--- src/rtl/utime_timer.sv ---
// Machine timer: APB view of the board microsecond counter, a 64-bit compare
// register and a two-stage registered interrupt (mtime/mtimecmp style).
module utime_timer #(
  parameter int          ADDR_WIDTH = 5,
  parameter logic [63:0] CMP_RESET  = 64'hFFFF_FFFF_FFFF_FFFF
) (
  input  logic                  clk_cpu,
  input  logic                  nreset,
  input  logic [63:0]           utime,
  input  logic [ADDR_WIDTH-1:0] apb_PADDR,
  input  logic                  apb_PSEL,
  input  logic                  apb_PENABLE,
  output logic                  apb_PREADY,
  input  logic                  apb_PWRITE,
  input  logic [31:0]           apb_PWDATA,
  output logic [31:0]           apb_PRDATA,
  output logic                  timer_irq
);

  localparam logic [2:0] A_TIME_LO = 3'd0;
  localparam logic [2:0] A_TIME_HI = 3'd1;
  localparam logic [2:0] A_CMP_LO  = 3'd2;
  localparam logic [2:0] A_CMP_HI  = 3'd3;
  localparam logic [2:0] A_CMP_ADD = 3'd4;
  localparam logic [2:0] A_CTRL    = 3'd5;

  logic [63:0] cmp_reg;
  logic [31:0] time_hi_shadow_reg;
  logic [31:0] prdata_reg;
  logic        pready_reg;
  logic        ie_reg;
  logic        ge_reg;
  logic        irq_reg;

  logic [2:0]  addr_idx;
  logic        setup_phase;
  logic        wr_commit;
  logic [31:0] rd_word [8];
  logic        unused_addr_bits;

  assign addr_idx    = apb_PADDR[4:2];
  assign setup_phase = apb_PSEL & ~apb_PENABLE;
  // Only the first access cycle (the one flagged by pready_reg) commits a write.
  assign wr_commit   = apb_PSEL & apb_PENABLE & apb_PWRITE & pready_reg;

  assign unused_addr_bits = &{1'b0, apb_PADDR};

  assign rd_word[A_TIME_LO] = utime[31:0];
  assign rd_word[A_TIME_HI] = time_hi_shadow_reg;
  assign rd_word[A_CMP_LO]  = cmp_reg[31:0];
  assign rd_word[A_CMP_HI]  = cmp_reg[63:32];
  assign rd_word[A_CMP_ADD] = 32'd0;
  assign rd_word[A_CTRL]    = {30'd0, ge_reg, ie_reg};

  genvar gi;
  generate
    for (gi = 6; gi < 8; gi++) begin : g_reserved
      assign rd_word[gi] = 32'd0;
    end
  endgenerate

  always_ff @(posedge clk_cpu or negedge nreset) begin
    if (!nreset) begin
      cmp_reg            <= CMP_RESET;
      time_hi_shadow_reg <= 32'd0;
      prdata_reg         <= 32'd0;
      pready_reg         <= 1'b0;
      ie_reg             <= 1'b0;
      ge_reg             <= 1'b0;
      irq_reg            <= 1'b0;
    end else begin
      pready_reg <= setup_phase;

      // Reading TIME_LO freezes the upper word so a later TIME_HI read matches it.
      if (setup_phase && !apb_PWRITE) begin
        prdata_reg <= rd_word[addr_idx];
        if (addr_idx == A_TIME_LO) begin
          time_hi_shadow_reg <= utime[63:32];
        end
      end

      if (wr_commit) begin
        case (addr_idx)
          A_CMP_LO:  cmp_reg[31:0]  <= apb_PWDATA;
          A_CMP_HI:  cmp_reg[63:32] <= apb_PWDATA;
          A_CMP_ADD: cmp_reg        <= utime + {32'd0, apb_PWDATA};
          A_CTRL:    ie_reg         <= apb_PWDATA[0];
          default:   ;
        endcase
      end

      ge_reg  <= (utime >= cmp_reg);
      irq_reg <= ge_reg & ie_reg;
    end
  end

  assign apb_PREADY = pready_reg & apb_PSEL;
  assign apb_PRDATA = prdata_reg;
  assign timer_irq  = irq_reg;

endmodule

--- config.mk ---
export PLATFORM = sky130hd
export DESIGN_NAME = utime_timer
export DESIGN_NICKNAME = d
export VERILOG_FILES = /design/src/rtl/utime_timer.sv
export SDC_FILE = /design/constraint.sdc
export NUM_CORES = 1
export LEC_CHECK = 0
export CAP_MARGIN = 0
export CORE_MARGIN = 2
export CORE_UTILIZATION = 45
export CTS_CLUSTER_DIAMETER = 120
export CTS_CLUSTER_SIZE = 8
export DETAILED_ROUTE_END_ITERATION = 8
export GPL_ROUTABILITY_DRIVEN = 0
export PLACE_DENSITY = 0.77
export SYNTH_ARGS = -nofsm -noshare
export SYNTH_HDL_FRONTEND = slang
export SYNTH_SLANG_ARGS = --single-unit
--- constraint.sdc ---
create_clock -name clk_cpu -period 5.8 [get_ports clk_cpu]
set_input_delay 0.87 -clock clk_cpu [delete_from_list [all_inputs] [get_ports clk_cpu]]
set_output_delay 0.87 -clock clk_cpu [all_outputs]
set_load 0.02 [all_outputs]
==> metrics <==
WL/cell around 21 um; initial antenna violation count 0; CP bufs+invs 2; LEAKAGE 5.19 nW; Resize count post-CTS 0; post-layout worst setup margin 1.64 ns; ANT cells 0; Root Driver clkbuf_16; Max Clock Skew 0.0107 ns; CTS tree done; vias per cell between 6 and 7; placed cell areas around 0.012 sq mm; status finished clean; fill count 1,924; CTS Buffer Depth 2; Final Setup Violations 0; # IOs 140; Post-Route Setup TNS 0 ns; synthesized area 0.00996 sq mm; CP peak stage delay 0.52 ns; TritonCTS Sinks approximately 130; area share of the largest cell type after synthesis 0.171; Post-Syn Instances around 1,000; Routed Wire Length a little over 30,000 um; period utilization 0.717; PwrDens between 200 and 300 mW/mm^2; Detail Route Antenna Nets 0; Critical Path Slowest Stage Cell clkdlybuf4s50_1; Nets ~1,400; Final Hold Slack between 0.4 and 0.5 ns; post-route cell area approximately 0.012 sq mm; clock transition at the registers of the reported paths roughly 0.060 ns; routed via count between 9,000 and 10,000; Clock Latency Late Sink between 0.4 and 0.5 ns; Slew headroom 0.299; non-filler cells, final between 1,000 and 1,500; htree depth 4; row count 54; crit-path cells clkdlybuf4s50_1 > ha_1 > fa_1 > a21o_1 > a221o_2 > a31oi_4 > or3_4 > a311oi_4 > o21ai_2 > buf_4 > nor4_4 > mux2i_1 > a211oi_1; Remaining Overflow, GRT 0; max-slew violations 0; Synth cell types between 60 and 70; Placed Instances ~1,400; Total Routing Usage GR 0.265; Critical Path RT ~6.1 ns; total die area around 0.023 sq mm; Critical Path Start Type input pin; final hold vios 0; RSZ-0062 raised after global routing no; drt pass-1 iters 7; largest net degree at the start of global routing 72; Initial Util 0.458; Area Growth Syn to Fin 22.2%; number of global-route vias before repair 8,960; Worst EP arrival 4.49 ns; most frequent cells in the layout clkdlybuf4s50_1, nand2_1, ha_1; Die H roughly 150 um; PortBufs 137; VDD IR-drop max around 0.18 mV; Die W 153 um; Tightest Hold Check Type input pin to asynchronous set/reset pin; yosys warns 0; Tmin final 4.16 ns; worst slack, placed around 1.3 ns; crit end category flip-flop; crit path max fanout 11; Slew @ Worst Pin about 1.1 ns; setup bufs post-CTS 0; Avg Inst Size Synth 9.60 sq um; # DRC 0; Iter 0 DRT Violations 754; Core Area approximately 0.022 sq mm; #FFs+latches synth between 100 and 150; Synth area leader dfrtp_1; cts bufs inserted 17; flip-flop count of the largest register after layout 64; asr flop ratio synth 1.00; Post-Syn Nets around 1,200; share of cells above drive strength 1 0.163; CTS Hold Buffers Added 0; Setup CP Type input pin to flip-flop; fmax roughly 240 MHz; Post-synth EDFFs 0; global-route wire length before repair roughly 50,000 um; leading cell type in the layout, fill and taps excluded clkdlybuf4s50_1; total of max-cap violations 0; register area share after synthesis 0.340; Synth area leaders dfrtp_1, dfstp_2, ha_1; post-DP HPWL 22,600 um; delay-heaviest family, CP compound AO/OA/AOI/OAI gates; Synth Flop Type dfrtp_1
==> per-stage QoR <==
step,total power [mW],utilization
floorplan,1.84,-
global placement,2.20,0.533
detailed placement,2.23,0.533
CTS,3.34,0.560
global route,3.50,0.560
finish,3.33,0.560
==> synthesized netlist by cell type (8+ instances only) <==
master,n
o21ai_0,44
dfstp_2,64
o221ai_1,33
dfrtp_1,68
clkbuf_1,43
mux4_2,32
nand3_1,41
ha_1,96
mux2_2,25
a22o_1,30
inv_1,82
a31oi_1,11
nor3_1,18
nand4_1,13
a21o_1,23
a211oi_1,11
a21oi_1,60
and3_1,10
nor4_1,10
xnor2_1,44
nor2_1,54
nand2_1,100
o211ai_1,8
xor2_1,11
buf_1,8
==> path summary, 6_finish.rpt <==
path / depth (start not counted) / startpoint / slack [ns] / endpoint
hold reg to reg: 2 / time_hi_shadow_reg[27] / 0.48 / time_hi_shadow_reg[27]
setup / recovery: 13 / apb_PWDATA[0] / 1.64 / cmp_reg[42]
hold / removal: 1 / nreset / 0.45 / apb_PRDATA[12]
setup reg to reg: 11 / cmp_reg[10] / 2.37 / ge_reg
min in group clk_cpu: 2 / time_hi_shadow_reg[27] / 0.48 / time_hi_shadow_reg[27]
max in group asynchronous: 2 / nreset / 4.06 / apb_PRDATA[26]
==> where the power goes <==
| group | switching [mW] | total (mW) | internal (mW) |
|---|---|---|---|
| clock network | 0.420 | 1.09 | 0.674 |
| registers | 0.0981 | 1.23 | 1.14 |
| logic | 0.526 | 1.01 | 0.480 |
==> area by class of cell <==
type                            instances  area [sq um]  area share
Inverter                               82           308      0.0253
Sequential cell                       132          3380       0.278
Tap cell                              280           350      0.0288
Multi-Input combinational cell        771          6080       0.500
Clock buffer                           23           488      0.0401
Clock inverter                          8           100     0.00822
Timing Repair Buffer                  150          1460       0.120
==> worst register-to-register path: cells and delay by family, from the launching register on <==
family	cells	cell delay (ns)
AO/OA/AOI/OAI	8	2.38
AND/OR/NAND/NOR	1	0.06
adder cells (fa/ha/maj)	1	0.29
buffers and inverters	1	0.05
flip-flops	1	0.52
==> layer usage <==
metal	track usage	wire, um
met5	0	0
met4	0.0992	1010
met3	0.0538	2550
met2	0.424	14500
met1	0.357	12900
==> cells by family after synthesis <==
| family | count (synthesis) | synth area share |
|---|---|---|
| buffers and inverters | 134 | 0.0513 |
| muxes | 60 | 0.104 |
| xor gates and xnor gates | 55 | 0.0484 |
| DFF | 132 | 0.340 |
| adders and majority gates | 97 | 0.123 |
| and+or+nand+nor | 286 | 0.140 |
| AOI/OAI and AO/OA | 273 | 0.194 |
No activity file was read; power rests on OpenSTA's default activity.
